File: src/rtl/branch_target_predictor_pkg.sv
// Shared encodings for the branch target predictor: prediction modes and
// 2-bit direction counter states.
package branch_target_predictor_pkg;

  // Prediction mode encodings (PREDICTOR_MODE parameter values)
  localparam logic [1:0] BP_NT    = 2'd0;  // always not taken
  localparam logic [1:0] BP_T     = 2'd1;  // always taken on BTB hit
  localparam logic [1:0] BP_SAT2  = 2'd2;  // 2-bit saturating counter
  localparam logic [1:0] BP_HYST2 = 2'd3;  // 2-bit hysteresis counter

  // Direction counter states; bit 1 is the predicted direction
  localparam logic [1:0] CNT_SNT = 2'b00;  // strong not taken
  localparam logic [1:0] CNT_WNT = 2'b01;  // weak not taken
  localparam logic [1:0] CNT_WT  = 2'b10;  // weak taken
  localparam logic [1:0] CNT_ST  = 2'b11;  // strong taken

  // True for modes whose counters are trained by resolved branches
  function automatic logic mode_trains_counter(input logic [1:0] mode);
    return (mode == BP_SAT2) || (mode == BP_HYST2);
  endfunction

endpackage

File: src/rtl/branch_target_predictor_counter_next.sv
// Next-state logic for one 2-bit direction counter. Purely combinational;
// modes without a trained counter hold the current value.
module bp_counter_next
  import branch_target_predictor_pkg::*;
(
  input  logic [1:0] cnt,
  input  logic       taken,
  input  logic [1:0] mode,
  output logic [1:0] cnt_next
);

  // Select the transition table for the active mode
  always_comb begin
    cnt_next = cnt;
    case (mode)
      BP_SAT2: begin
        if (taken) begin
          cnt_next = (cnt == CNT_ST) ? CNT_ST : cnt + 2'd1;
        end else begin
          cnt_next = (cnt == CNT_SNT) ? CNT_SNT : cnt - 2'd1;
        end
      end
      BP_HYST2: begin
        // A weak state jumps straight to the strong state of the
        // observed direction; a strong state only weakens by one.
        if (taken) begin
          case (cnt)
            CNT_SNT: cnt_next = CNT_WNT;
            CNT_WNT: cnt_next = CNT_ST;
            CNT_WT:  cnt_next = CNT_ST;
            default: cnt_next = CNT_ST;
          endcase
        end else begin
          case (cnt)
            CNT_ST:  cnt_next = CNT_WT;
            CNT_WT:  cnt_next = CNT_SNT;
            CNT_WNT: cnt_next = CNT_SNT;
            default: cnt_next = CNT_SNT;
          endcase
        end
      end
      default: cnt_next = cnt;
    endcase
  end

endmodule

File: src/rtl/branch_target_predictor.sv
// Direct-mapped branch target buffer with per-entry 2-bit direction counters.
// IF looks up pc_if combinationally; ID installs targets (update_tag); EX
// trains counters and statistics (update_bht). All writes land on the clock
// edge, so a same-cycle lookup sees the previous contents. There are no
// handshakes: every update input is a single-cycle strobe with no back-pressure.
module branch_target_predictor
  import branch_target_predictor_pkg::*;
#(
  parameter int         WORD_SIZE      = 16,
  parameter int         BTB_IDX_SIZE   = 4,
  parameter logic [1:0] PREDICTOR_MODE = BP_SAT2,
  parameter logic [1:0] CNT_INIT       = 2'b01
) (
  input  logic                 clk,
  input  logic                 reset_n,
  input  logic [WORD_SIZE-1:0] pc_if,
  output logic                 tag_match,
  output logic [WORD_SIZE-1:0] branch_predicted_pc,
  input  logic                 update_tag,
  input  logic [WORD_SIZE-1:0] pc_for_btb_update,
  input  logic [WORD_SIZE-1:0] branch_target_for_btb_update,
  input  logic                 update_is_jump,
  input  logic                 update_bht,
  input  logic [WORD_SIZE-1:0] pc_real_update,
  input  logic                 branch_taken,
  input  logic                 branch_miss,
  input  logic                 stats_clear,
  output logic [WORD_SIZE-1:0] num_branch,
  output logic [WORD_SIZE-1:0] num_branch_miss
);

  localparam int DEPTH = 2 ** BTB_IDX_SIZE;
  localparam int TAG_W = WORD_SIZE - BTB_IDX_SIZE;
  localparam logic [WORD_SIZE-1:0] ONE      = {{(WORD_SIZE-1){1'b0}}, 1'b1};
  localparam logic [WORD_SIZE-1:0] ALL_ONES = {WORD_SIZE{1'b1}};
  localparam logic TRAINS = mode_trains_counter(PREDICTOR_MODE);

  // BTB storage, one element per index
  logic              valid_q   [DEPTH];
  logic [TAG_W-1:0]  tag_q     [DEPTH];
  logic [WORD_SIZE-1:0] target_q [DEPTH];
  logic              is_jump_q [DEPTH];
  logic [1:0]        cnt_q     [DEPTH];

  // Lookup path
  logic [BTB_IDX_SIZE-1:0] lk_idx;
  logic [TAG_W-1:0]        lk_tag;
  logic                    lk_hit;
  logic                    lk_dir;
  logic                    lk_take;

  // Install path (ID)
  logic [BTB_IDX_SIZE-1:0] upd_idx;
  logic [TAG_W-1:0]        upd_tag;

  // Training path (EX)
  logic [BTB_IDX_SIZE-1:0] bht_idx;
  logic [TAG_W-1:0]        bht_tag;
  logic                    bht_hit;
  logic                    bht_write;
  logic [1:0]              bht_cnt;
  logic [1:0]              bht_cnt_next;

  assign lk_idx  = pc_if[BTB_IDX_SIZE-1:0];
  assign lk_tag  = pc_if[WORD_SIZE-1:BTB_IDX_SIZE];
  assign upd_idx = pc_for_btb_update[BTB_IDX_SIZE-1:0];
  assign upd_tag = pc_for_btb_update[WORD_SIZE-1:BTB_IDX_SIZE];
  assign bht_idx = pc_real_update[BTB_IDX_SIZE-1:0];
  assign bht_tag = pc_real_update[WORD_SIZE-1:BTB_IDX_SIZE];

  // Mode-dependent predicted direction for the looked-up entry
  always_comb begin
    lk_dir = 1'b0;
    case (PREDICTOR_MODE)
      BP_NT:   lk_dir = 1'b0;
      BP_T:    lk_dir = 1'b1;
      default: lk_dir = cnt_q[lk_idx][1];
    endcase
  end

  // Hit detection and next-PC selection; reset forces a sequential fetch
  always_comb begin
    lk_hit  = reset_n && valid_q[lk_idx] && (tag_q[lk_idx] == lk_tag);
    lk_take = lk_hit && (is_jump_q[lk_idx] || lk_dir);
    tag_match = lk_hit;
    if (lk_take) begin
      branch_predicted_pc = target_q[lk_idx];
    end else begin
      branch_predicted_pc = pc_if + ONE;
    end
  end

  // Training qualifies only on a conditional entry owned by this PC; a
  // same-index install in the same cycle takes precedence.
  always_comb begin
    bht_cnt   = cnt_q[bht_idx];
    bht_hit   = valid_q[bht_idx] && (tag_q[bht_idx] == bht_tag) &&
                !is_jump_q[bht_idx];
    bht_write = TRAINS && update_bht && bht_hit &&
                !(update_tag && (upd_idx == bht_idx));
  end

  bp_counter_next u_counter_next (
    .cnt      (bht_cnt),
    .taken    (branch_taken),
    .mode     (PREDICTOR_MODE),
    .cnt_next (bht_cnt_next)
  );

  // BTB entry state: clear on reset, install from ID, train from EX
  always_ff @(posedge clk or negedge reset_n) begin
    if (!reset_n) begin
      for (int i = 0; i < DEPTH; i++) begin
        valid_q[i]   <= 1'b0;
        tag_q[i]     <= '0;
        target_q[i]  <= '0;
        is_jump_q[i] <= 1'b0;
        cnt_q[i]     <= CNT_INIT;
      end
    end else begin
      if (bht_write) begin
        cnt_q[bht_idx] <= bht_cnt_next;
      end
      if (update_tag) begin
        valid_q[upd_idx]   <= 1'b1;
        tag_q[upd_idx]     <= upd_tag;
        target_q[upd_idx]  <= branch_target_for_btb_update;
        is_jump_q[upd_idx] <= update_is_jump;
        cnt_q[upd_idx]     <= CNT_INIT;
      end
    end
  end

  // Saturating branch statistics, counted whether or not the BTB hit
  always_ff @(posedge clk or negedge reset_n) begin
    if (!reset_n) begin
      num_branch      <= '0;
      num_branch_miss <= '0;
    end else if (stats_clear) begin
      num_branch      <= '0;
      num_branch_miss <= '0;
    end else if (update_bht) begin
      if (num_branch != ALL_ONES) begin
        num_branch <= num_branch + ONE;
      end
      if (branch_miss && (num_branch_miss != ALL_ONES)) begin
        num_branch_miss <= num_branch_miss + ONE;
      end
    end
  end

endmodule

File: config.mk
export PLATFORM = sky130hd
export DESIGN_NAME = branch_target_predictor
export DESIGN_NICKNAME = d
export VERILOG_FILES = /design/src/rtl/branch_target_predictor_pkg.sv /design/src/rtl/branch_target_predictor_counter_next.sv /design/src/rtl/branch_target_predictor.sv
export SDC_FILE = /design/constraint.sdc
export NUM_CORES = 1
export LEC_CHECK = 0
export BUFFER_PORTS_ARGS = -buffer_cell sky130_fd_sc_hd__buf_2
export CELL_PAD_IN_SITES_DETAIL_PLACEMENT = 0
export CELL_PAD_IN_SITES_GLOBAL_PLACEMENT = 1
export CORE_MARGIN = 2
export CORE_UTILIZATION = 52
export CTS_CLUSTER_SIZE = 40
export DETAILED_ROUTE_END_ITERATION = 7
export PLACE_DENSITY_LB_ADDON = 0.1
export SKIP_LAST_GASP = 1
export SLEW_MARGIN = 20
export SYNTH_ARGS = -nofsm -noshare
export SYNTH_HDL_FRONTEND = slang
export SYNTH_HIERARCHICAL = 1
export SYNTH_SLANG_ARGS = --single-unit
File: constraint.sdc
create_clock -name clk -period 5 [get_ports clk]
set_clock_uncertainty 0.05 [all_clocks]
set_input_delay 0.25 -clock clk [delete_from_list [all_inputs] [get_ports clk]]
set_output_delay 0.25 -clock clk [all_outputs]
set_load 0.03 [all_outputs]
==> results of run 1 <==
## how the worst max path moves through the flow
| stage | to | startpoint | slack (ns) |
|---|---|---|---|
| 3_5_place_dp | branch_predicted_pc[14] | pc_if[0] | 0.79 |
| 2_1_floorplan | branch_predicted_pc[15] | pc_if[0] | 1.26 |
| 5_1_grt | branch_predicted_pc[14] | tag_q[73]$_DFFE_PN0P_ | 0.57 |
| 4_1_cts | branch_predicted_pc[14] | tag_q[73]$_DFFE_PN0P_ | 0.66 |
| 3_3_place_gp | branch_predicted_pc[10] | pc_if[0] | 0.83 |
| 6_report | branch_predicted_pc[14] | tag_q[73]$_DFFE_PN0P_ | 0.71 |
## cell families after synthesis
logic type | Yosys count | synth area share, %
adder cells (fa/ha/maj) | 3 | 0.135
flip-flops | 544 | 49.1
multiplexers | 767 | 38.1
AND/OR/NAND/NOR | 290 | 5.26
XOR/XNOR | 75 | 2.37
buffers and inverters | 172 | 2.65
other | 2 | 0.0271
AO/OA/AOI/OAI | 101 | 2.35
## cells in the mapped netlist, types with 4 or more instances
library cell / count
dfrtp_1: 528
mux2_2: 478
mux4_2: 171
mux2i_1: 102
clkbuf_1: 94
nor2_1: 78
nand2_1: 56
xnor2_1: 38
xor2_1: 37
buf_2: 32
nand3_1: 32
buf_1: 30
nand2b_1: 28
a21oi_1: 27
o21ai_0: 21
nor3_1: 19
dfstp_2: 16
and3_1: 13
nand4_1: 12
or2_2: 11
inv_1: 10
mux2_4: 9
nor2b_1: 9
a22oi_1: 8
a211oi_1: 7
a31oi_1: 7
mux4_1: 7
o22ai_1: 6
or3_1: 5
and2_1: 4
and4_1: 4
nor3b_1: 4
o211ai_1: 4
or3b_2: 4
## registers in the layout (all words and copies together) (netlist names)
signal           flops
num_branch          16
is_jump_q           16
valid_q             16
num_branch_miss     16
target_q           256
tag_q              192
cnt_q               32
## per-layer routing
| layer | routed length (µm) | global-route usage, % | share of wire (%) | vias to the layer above |
|---|---|---|---|---|
| met2 | 35800 | 43.7 | 47 | 461 |
| met4 | 1990 | 8.32 | 2.6 | 6 |
| met5 | 36 | 0 | 0.048 | - |
| li1 | - | - | - | 7437 |
| met1 | 33500 | 39.6 | 44 | 9247 |
| met3 | 4400 | 4.82 | 5.8 | 118 |
## per-stage QoR
stage | area [µm²] | setup WS, ns | cells | total power [mW]
5_1_grt | 31200 | 0.569 | 2782 | 13.6
6_report | 31200 | 0.706 | 2782 | 13.0
4_1_cts | 31200 | 0.658 | 2781 | 13.1
2_1_floorplan | 27800 | 1.26 | 1959 | 7.74
3_5_place_dp | 29000 | 0.792 | 2654 | 8.54
3_3_place_gp | 29000 | 0.828 | 2654 | 8.43
## power groups by stage
| stage | combinational [mW] | sequential, mW | clock [mW] |
|---|---|---|---|
| 2_1_floorplan | 1.98 | 5.76 | 0 |
| 3_3_place_gp | 2.49 | 5.94 | 0 |
| 3_5_place_dp | 2.56 | 5.98 | 0 |
| 4_1_cts | 2.58 | 5.91 | 4.58 |
| 5_1_grt | 2.76 | 6.03 | 4.76 |
| 6_report | 2.56 | 5.93 | 4.49 |
## timing repair
| item | CTS | global route |
|---|---|---|
| hold endpoints to repair | 302 | 0 |
| gates resized for setup | 0 | 0 |
| hold buffers | 21 | 0 |
## cell type report
class                           count  share of cell area [%]
Tap cell                          688                    2.76
Inverter                           10                   0.120
Clock buffer                       86                    5.33
Antenna cell                        1                 0.00801
Sequential cell                   544                    43.6
Multi-Input combinational cell   1243                    43.2
Clock inverter                     20                    1.05
Timing Repair Buffer              190                    3.91
==> impl_results.md, run 1 <==
- Commonest non-fill, non-tap cell in the layout: dfrtp_1
- Pwr per Cell Area: just over 400 nW/µm²
- Worst Max-Slew Pin Slew: 0.961 ns
- Wire per inst: ~27 µm
- Worst path depth: 9
- Startpoint Class: register
- Core ar.: 52700 µm²
- Hold Crit Class: primary input to register
- Fraction of layout cells with a size suffix above 1: 46.2%
- Clock Root Buffer: clkbuf_16
- Final hold viol count: 0
- Syn. warnings: 6
- Nets: 2121
- Achievable Freq: 0.233 GHz
- Register area: 13600 µm²
- Vias per cell: 6.21
- RSZ-0062 raised after global routing: no
- FF-to-FF Start: tag_q[2]$_DFFE_PN0P_
- Slew margin rel.: 36.0%
- Max VDD drop: 0.292 mV
- All-layer global routing usage: 27.7%
- Register bit total from synthesis: 544
- Final period util: 85.9%
- DRC errors left: 0
- Max-slew violations: 0
- Die area: 55200 µm²
- Footprint of the multi-input gates: 13500 µm²
- Worst-Skew Late Latency: 0.64 ns
- CP Class: register to primary output
- Outcome: complete, no violations
- Maxcap violations: 0
- Vias: 17300
- Synth area leaders: dfrtp_1 48%, mux2_2 19%, mux4_2 14%
- Hold WS: 0.0404 ns
- Post-layout min period: 4.29 ns
- Setup bufs post-CTS: 0
- Synth Cell Area: about 28000 µm²
- Largest net degree at the start of global routing: 159
- Commonest cells after routing, fill and taps aside: 528 x dfrtp_1, 478 x mux2_2, 171 x mux4_2, 115 x buf_2, 102 x mux2i_1
- Depth of the CTS H-tree: 2
- Register share of total power: 45.7%
- Cell variety after synth: between 60 and 70
- Synth Instances: 1954
- Post-synth EDFFs: 0
- Critical Path AT: 3.99 ns
- R2r setup slk: 1.94 ns
- Gate power share: 19.7%
- Largest stage delay on the critical path: 0.55 ns
- Register area share after synthesis: 49.1%
- Drt pass-1 iters: 5
- Worst hold start: branch_target_for_btb_update[14]
- Total gr overflow: 0
- Worst path top cell family by delay: multiplexers
- Slowest cell on the critical path: or4_1
- Clk sinks: 544
- Max FO, Critical Path: 16
- Clk pin slew, worst setup/hold paths: 0.06 ns
- FF-to-FF End: cnt_q[0]$_DFF_PN1_
- Crit path buf inv count: 2
- Maximum clock insertion buffer count: 3
- Vias in the first global route: between 15000 and 20000
- Layout Utilization: 59.3%
- Sw Ratio: 26.4%
- Starting Density: ~53%
- TritonCTS Buffers: 57
- Critical Path RT: between 4 and 5 ns
- Die Y: roughly 240 µm
- Antenna-violating nets left: 0
- Internal Dissipation: approximately 9.5 mW
- Async SR Flop Fraction: 100%
- Fill count: 4193
- Port bufs: 120
- Routability cong.: 0.803
- Largest area contributor in the netlist: dfrtp_1
- CTS tree: built
- First-pass GRT wire length: 116 mm
- Syn avg cell area: between 10 and 15 µm²
- Die Wd: 235 µm
- Final TNS setup: 0 ns
- CP endpoint kind: primary output
- Most used DFF post-synth: dfrtp_1
- Routed WL: 75.7 mm
- Sw Pwr: 3.43 mW
- Hold Path Sink: target_q[78]$_DFFE_PN0P_
- Top Ports: 121
- Clock network power share: 34.6%
- Final setup violating endpoints: 0
- HPWL Detailed: approximately 46 mm
- Hold Path Depth: 2
- Cell depth of the worst flop-to-flop path: 9
- FP Rows: 84
- Top-area cell type share of the netlist area: about 48%
- P_leak: 13.4 nW
- Initial DRC Count: approximately 1200
- Initial antenna violation count: 6
- Area grow syn2layout: 12.5%
- CP cell instances: mux4_1, mux4_2, xor2_1, a2111oi_2, nand3_1, or4_1, buf_4, mux2_4, buf_2
Note: power is estimated with default switching activity, not from simulation.
==> run 2, diff against run 1 <==
--- a/config.mk
+++ b/config.mk
@@ -10,6 +10,7 @@
 export CELL_PAD_IN_SITES_GLOBAL_PLACEMENT = 1
 export CORE_MARGIN = 2
 export CORE_UTILIZATION = 52
+export CTS_BUF_LIST = sky130_fd_sc_hd__clkbuf_4 sky130_fd_sc_hd__clkbuf_8 sky130_fd_sc_hd__clkbuf_16
 export CTS_CLUSTER_SIZE = 40
 export DETAILED_ROUTE_END_ITERATION = 7
 export PLACE_DENSITY_LB_ADDON = 0.1
==> impl_results.md, run 2 (synthesis gave the netlist of run 1 again) <==
- Die Wd: 235 µm (unchanged)
- PnR worst setup slack: 0.700 ns (-0.00576 ns)
- Crit path from: tag_q[73]$_DFFE_PN0P_
- Clk sinks: 544 (unchanged)
- Total gr overflow: 0 (unchanged)
- Antenna-violating nets left: 0 (unchanged)
- Cell depth of the worst flop-to-flop path: 9 (unchanged)
- Max FO, Critical Path: 16 (unchanged)
- Vias in the first global route: 17900 (+0.067%)
- Clock network power share: 35.1% (+0.5 points)
- Final hold viol count: 0 (unchanged)
- Maxcap violations: 0 (unchanged)
- Vias per cell: 6.21 (about the same)
- Worst-Skew Late Latency: 0.65 ns (about the same)
- Commonest cells after routing, fill and taps aside: 528 x dfrtp_1, 478 x mux2_2, 171 x mux4_2, 115 x buf_2, 102 x mux2i_1
- Fraction of layout cells with a size suffix above 1: 47.0% (+0.76 points)
- Achievable Freq: 0.233 GHz (-0.13%)
- Die Y: 235 µm (unchanged)
- Routed WL: 75.7 mm (about the same)
- Total chip power: 13.1 mW (+0.74%)
- Largest net degree at the start of global routing: 159 (unchanged)
- Final TNS setup: 0 ns (unchanged)
- Core ar.: 52700 µm² (unchanged)
- Area grow syn2layout: 12.7%
- Clock Root Buffer: clkbuf_16
- Worst Max-Slew Pin Slew: 0.958 ns (-0.00302 ns)
- CTS tree: built
- Gate power share: 19.6% (about the same)
- FP Rows: 84 (unchanged)
- First-pass GRT wire length: 116 mm (about the same)
- Hold Path Depth: 2 (unchanged)
- TritonCTS Buffers: 57 (unchanged)
- Critical Path AT: 4.00 ns (about the same)
- P_leak: 13.5 nW (+0.41%)
- CP endpoint kind: primary output
- CP Class: register to primary output
- Wire per inst: 27.2 µm (about the same)
- All-layer global routing usage: 27.7% (about the same)
- Drt pass-1 iters: 5 (unchanged)
- Max VDD drop: 0.310 mV (+6.1%)
- Largest reg by FF count: target_q
- Max-slew violations: 0 (unchanged)
- Post-layout min period: 4.30 ns (+0.00576 ns)
- Final setup violating endpoints: 0 (unchanged)
- R2r setup slk: 1.93 ns (about the same)
- FF-to-FF End: cnt_q[9]$_DFF_PN0_
- Depth of the CTS H-tree: 2 (unchanged)
- Maximum clock insertion buffer count: 3 (unchanged)
- Routability cong.: 0.803 (unchanged)
- HPWL Detailed: 46.3 mm (unchanged)
- DRC errors left: 0 (unchanged)
- Initial antenna violation count: 6 (unchanged)
- Die area: 55200 µm² (unchanged)
- FF-to-FF Start: tag_q[2]$_DFFE_PN0P_
- Cell Area, Placed: 29000 µm² (unchanged)
- Sw Pwr: 3.44 mW (+0.27%)
- Startpoint Class: register
- RSZ-0062 raised after global routing: no
- Port bufs: 120 (unchanged)
- Worst setup path endpoint: branch_predicted_pc[14]
- Max reg flops: 256 (unchanged)
- Outcome: complete, no violations
- DP Worst Slack: 0.792 ns (unchanged)
- Top Ports: 121 (unchanged)
- Biggest registers after layout: target_q (256), tag_q (192), cnt_q (32)
- Post-route cell area: 31300 µm² (+0.19%)
- Vias: 17300 (+0.064%)
- Hold Crit Class: primary input to register
- Internal Dissipation: 9.63 mW (+0.91%)
- Register share of total power: 45.3% (-0.4 points)
- Initial DRC Count: 1201 (-2.2%)
- Nets: 2121 (unchanged)
- Final period util: 86.0% (+0.12 points)
- Clk pin slew, worst setup/hold paths: 0.06 ns (about the same)
- Starting Density: 52.7% (unchanged)
- Setup bufs post-CTS: 0 (unchanged)
- Critical Path RT: 4.70 ns (about the same)
- Commonest non-fill, non-tap cell in the layout: dfrtp_1
- Sw Ratio: 26.3% (-0.12 points)
- Pwr per Cell Area: 418 nW/µm² (+0.54%)
- Slew margin rel.: 36.2% (+0.20 points)
[run 2: cell types whose count changed in the layout (fill, tap and decap cells not counted)]
cell | previous run | this run
clkbuf_1 | 16 | 0
clkbuf_4 | 0 | 16
[run 2: layer usage]
layer,share of wire [%],track usage [%],vias up
li1,-,-,7446
met1,44,39.5,9254
met2,47,43.8,454
met3,5.8,4.79,120
met4,2.5,8.06,6
met5,0.048,0,-
[run 2: final cells by class]
cell class                      instances  area, µm²
Clock buffer                           86       1730
Fill cell                            4184      21400
Sequential cell                       544      13600
Antenna cell                            1       2.50
Multi-Input combinational cell       1243      13500
Tap cell                              688        861
Inverter                               10       37.5
Timing Repair Buffer                  190       1220
Clock inverter                         20        329
[run 2: how the worst min path moves through the flow]
stage,start,endpoint,slack [ns]
3_5_place_dp,reset_n,num_branch_miss[10]$_DFFE_PN0P_,0.23
3_3_place_gp,reset_n,num_branch_miss[11]$_DFFE_PN0P_,0.22
2_1_floorplan,reset_n,cnt_q[11]$_DFF_PN0_,-0.1
4_1_cts,branch_target_for_btb_update[14],target_q[78]$_DFFE_PN0P_,0.01
6_report,branch_target_for_btb_update[14],target_q[78]$_DFFE_PN0P_,0.04
5_1_grt,pc_for_btb_update[14],tag_q[142]$_DFFE_PN0P_,0.05
[run 2: power groups by stage]
stage | sequential (mW) | combinational [mW] | clock [mW]
detailed placement | 5.98 | 2.56 | 0
floorplan | 5.76 | 1.98 | 0
global placement | 5.94 | 2.49 | 0
global route | 6.03 | 2.76 | 4.85
finish | 5.93 | 2.56 | 4.58
CTS | 5.91 | 2.58 | 4.67
[run 2: metrics by stage]
step	std cells	hold slack (ns)	utilization [%]
after floorplan	1959	-0.0956	-
after global placement	2654	0.222	55.1
after detailed placement	2654	0.229	55.1
after CTS	2781	0.00988	59.4
after global routing	2782	0.0483	59.4
final	2782	0.0406	59.4
[run 2: worst max-delay path, stage by stage, from the launching register on]
cell	delay, ns
dfrtp_1	0.40
mux4_1	0.52
mux4_2	0.49
xor2_1	0.17
a2111oi_2	0.29
nand3_1	0.13
or4_1	0.56
buf_4	0.26
mux2_4	0.35
buf_2	0.18
[run 2: repair_timing]
action,CTS,global route
endpoints found under the hold margin,297,0
gates resized for setup,0,0
hold buffers,21,0
==> run 3, diff against run 2 <==
--- a/config.mk
+++ b/config.mk
@@ -5,11 +5,12 @@
 export SDC_FILE = /design/constraint.sdc
 export NUM_CORES = 1
 export LEC_CHECK = 0
+export ABC_AREA = 1
 export BUFFER_PORTS_ARGS = -buffer_cell sky130_fd_sc_hd__buf_2
 export CELL_PAD_IN_SITES_DETAIL_PLACEMENT = 0
 export CELL_PAD_IN_SITES_GLOBAL_PLACEMENT = 1
 export CORE_MARGIN = 2
-export CORE_UTILIZATION = 52
+export CORE_UTILIZATION = 46
 export CTS_BUF_LIST = sky130_fd_sc_hd__clkbuf_4 sky130_fd_sc_hd__clkbuf_8 sky130_fd_sc_hd__clkbuf_16
 export CTS_CLUSTER_SIZE = 40
 export DETAILED_ROUTE_END_ITERATION = 7
==> constraint.sdc (replaced) <==
create_clock -name clk -period 4.5 [get_ports clk]
set_clock_uncertainty 0.05 [all_clocks]
set_input_delay 0.225 -clock clk [delete_from_list [all_inputs] [get_ports clk]]
set_output_delay 0.225 -clock clk [all_outputs]
set_load 0.03 [all_outputs]
==> impl_results.md, run 3 <==
- P_leak: 15.6 nW (+15%)
- Final TNS setup: 0 ns (unchanged)
- Achievable Freq: 0.283 GHz
- Largest net degree at the start of global routing: 133 (-16%)
- Total gr overflow: 0 (unchanged)
- Port bufs: 120 (unchanged)
- Max FO, Critical Path: 93 (+77)
- Drt pass-1 iters: 7 (+2)
- Pwr per Cell Area: 442 nW/µm² (+5.7%)
- Biggest registers after layout: target_q (256), tag_q (192), cnt_q (32)
- DP Cell Count: 4600 (+73%)
- Initial DRC Count: 3084 (+160%)
- Worst hold start: pc_for_btb_update[6]
- CP cell instances: buf_6, inv_8, buf_4, o211ai_1, nand3_1, nand3_1, nand2_1, nand2_1, nand2_1, nor2_1, nand2_1, nor2_2, nand3_2, o21ai_1, buf_2
- Post-layout min period: 3.53 ns
- Final setup violating endpoints: 0 (unchanged)
- Vias: 26900 (+56%)
- Critical Path RT: 4.22 ns (-0.48 ns)
- Hold Path Sink: tag_q[134]$_DFFE_PN0P_
- Post-synth EDFFs: 0 (unchanged)
- FP Rows: 91 (+8.3%)
- Crit path buf inv count: 4 (+2)
- Outcome: complete, no violations
- Syn. warnings: 6 (unchanged)
- All-layer global routing usage: 31.3% (+3.7 points)
- Starting Density: 46.4% (-6.3 points)
- Maxcap violations: 0 (unchanged)
- Critical Path AT: 3.25 ns (-0.75 ns)
- Clk pin slew, worst setup/hold paths: 0.06 ns (about the same)
- Nets: 3978 (+88%)
- Routability cong.: 0.896 (+12%)
- CP Class: primary input to primary output
- Max-slew violations: 0 (unchanged)
- Top-count cell post-synth: nand2_1
- Commonest non-fill, non-tap cell in the layout: nand2_1
- Largest stage delay on the critical path: 0.32 ns (-0.24 ns)
- First-pass GRT wire length: 153 mm (+32%)
- Area grow syn2layout: 11.8%
- Vias in the first global route: 25500 (+42%)
- Register bit total from synthesis: 544 (unchanged)
- Depth of the CTS H-tree: 2 (unchanged)
- Antenna-violating nets left: 0 (unchanged)
- Cell depth of the worst flop-to-flop path: 16 (+7)
- Initial antenna violation count: 0 (-6)
- Final hold viol count: 0 (unchanged)
- Synth top cells by count: 1184 x nand2_1, 764 x o21ai_0, 528 x dfrtp_1
- Clock Root Buffer: clkbuf_16
- Non-filler cells in the finished layout: 4743 (+70%)
- Slowest cell on the critical path: buf_4
- Routed WL: 99.8 mm (+32%)
- Startpoint Class: primary input
- Max reg flops: 256 (unchanged)
- Crit path from: pc_if[0]
- Worst-Skew Late Latency: 0.64 ns (about the same)
- Hold Path Depth: 3 (+1)
- Syn avg cell area: 7.33 µm² (-48%)
- Most used cell, CP: nand2_1
- Cell variety after synth: 40 (-34%)
- RSZ-0062 raised after global routing: no
- Core ar.: 61500 µm² (+17%)
- DRC errors left: 0 (unchanged)
- Vias per cell: 5.67 (-8.7%)
- Die Y: 253 µm (+7.7%)
- R2r setup slk: 2.00 ns (+0.07 ns)
- Slew margin rel.: 20.0% (-16 points)
- CP endpoint kind: primary output
- TritonCTS Buffers: 60 (+5.3%)
- Top Ports: 121 (unchanged)
- Synth Cell Area: 28600 µm² (+2.9%)
- Largest reg by FF count: target_q
- Worst path top cell family by delay: simple AND/OR/NAND/NOR gates
- Fraction of layout cells with a size suffix above 1: 8.73% (-38 points)
- Largest area contributor in the netlist: dfrtp_1
- Worst Max-Slew Pin Slew: 1.20 ns (+0.241 ns)
- Synth area leaders: dfrtp_1 46%, nand2_1 16%, o21ai_0 13%
- Clk sinks: 544 (unchanged)
- Commonest cells after routing, fill and taps aside: 1176 x nand2_1, 764 x o21ai_0, 528 x dfrtp_1, 331 x inv_1, 266 x nor2_1
- Hold Crit Class: primary input to register
- Most used DFF post-synth: dfrtp_1
- Final period util: 78.4%
- FF-to-FF End: cnt_q[3]$_DFF_PN0_
- FF-to-FF Start: tag_q[187]$_DFFE_PN0P_
- Top-area cell type share of the netlist area: 46.3% (-1.3 points)
- Async SR Flop Fraction: 100% (unchanged)
- Die area: 64100 µm² (+16%)
- CTS resizes: 0 (unchanged)
- Maximum clock insertion buffer count: 3 (unchanged)
- CTS tree: built
- Wire per inst: 21.0 µm (-23%)
- Max VDD drop: 0.295 mV (-4.9%)
- Die Wd: 253 µm (+7.7%)
- Synth Instances: 3898 (+99%)
- Register area share after synthesis: 47.7% (-1.4 points)
- HPWL Detailed: 59.3 mm (+28%)
## run 3: cell types whose count changed after synthesis, moves of 38 or more
cell,previous run,this run
o21ai_1,1,39
nand3_1,32,132
nand4_1,12,59
o21ai_0,21,764
a21oi_1,27,130
nor2_1,78,269
clkbuf_1,94,179
mux4_2,171,0
xnor2_1,38,0
nand2_1,56,1184
mux2i_1,102,0
mux2_2,478,0
o211ai_1,4,73
inv_1,10,331
## run 3: repair_timing
action / in CTS / in global routing
hold buffers: 31 / 0
setup buffers: 0 / 0
endpoints found under the hold margin: 174 / 0
## run 3: per-layer routing
| layer | wire length [µm] | GRT usage (%) | vias up |
|---|---|---|---|
| met5 | 0 | 0 | - |
| met4 | 2790 | 8.79 | 0 |
| met3 | 8000 | 4.84 | 171 |
| met2 | 45400 | 50.5 | 1061 |
| met1 | 43600 | 43.9 | 13000 |
| li1 | - | - | 12700 |
## run 3: logic make-up after synthesis
logic type	Yosys count	synth area share (%)
buffers and inverters	610	8.88
AND/OR/NAND/NOR	1681	23.5
adder cells (fa/ha/maj)	3	0.131
XOR/XNOR	12	0.368
other	2	0.0263
AO/OA/AOI/OAI	1046	19.3
flip-flops	544	47.7
## run 3: power by group
part           internal, mW  switching [mW]  leakage (nW)
logic                 0.860            1.65          7.73
registers              5.85           0.528          6.78
clock network          3.12            2.09          1.06
total                  9.83            4.27          15.6
## run 3: worst max path at each step
stage                               to  cells past startpoint
4_1_cts        branch_predicted_pc[12]                     15
3_3_place_gp   branch_predicted_pc[12]                     15
5_1_grt        branch_predicted_pc[12]                     16
3_5_place_dp        cnt_q[3]$_DFF_PN0_                     20
6_report       branch_predicted_pc[12]                     15
2_1_floorplan                tag_match                     13
## run 3: cell type report
class	count	area [µm²]
clock buffers	84	1760
diodes	1	2.50
well taps	790	988
fillers	6069	29600
repair buffers	211	1460
clock inverters	27	328
multi-input cells	2747	12500
flip-flops and latches	544	13600
inverters	339	1280
## run 3: metrics by stage
step	hold slack [ns]	utilization [%]	instance area [µm²]	power, mW	setup slack [ns]
after floorplan	-0.121	-	28600	8.04	1.85
after global placement	0.211	48.0	29500	8.82	1.01
after detailed placement	0.223	48.0	29500	8.91	1.01
after CTS	0.0481	51.9	31900	14.2	1.01
after global routing	0.116	51.9	31900	14.9	0.776
final	0.0794	51.9	31900	14.1	0.971
## run 3: worst register-to-register path, stage by stage, from the launching register on
cell and delay (ns):
dfrtp_1 0.41, nand2_1 0.08, nand2_1 0.06, nand2_1 0.05
nand2_1 0.05, nand2_1 0.05, nand2_1 0.08, nor2_1 0.10
nor2_1 0.05, nor2_1 0.21, nand3_1 0.16, nor2_4 0.14
buf_4 0.44, nand3_1 0.24, nand2_1 0.10, inv_1 0.04
nor2_1 0.11
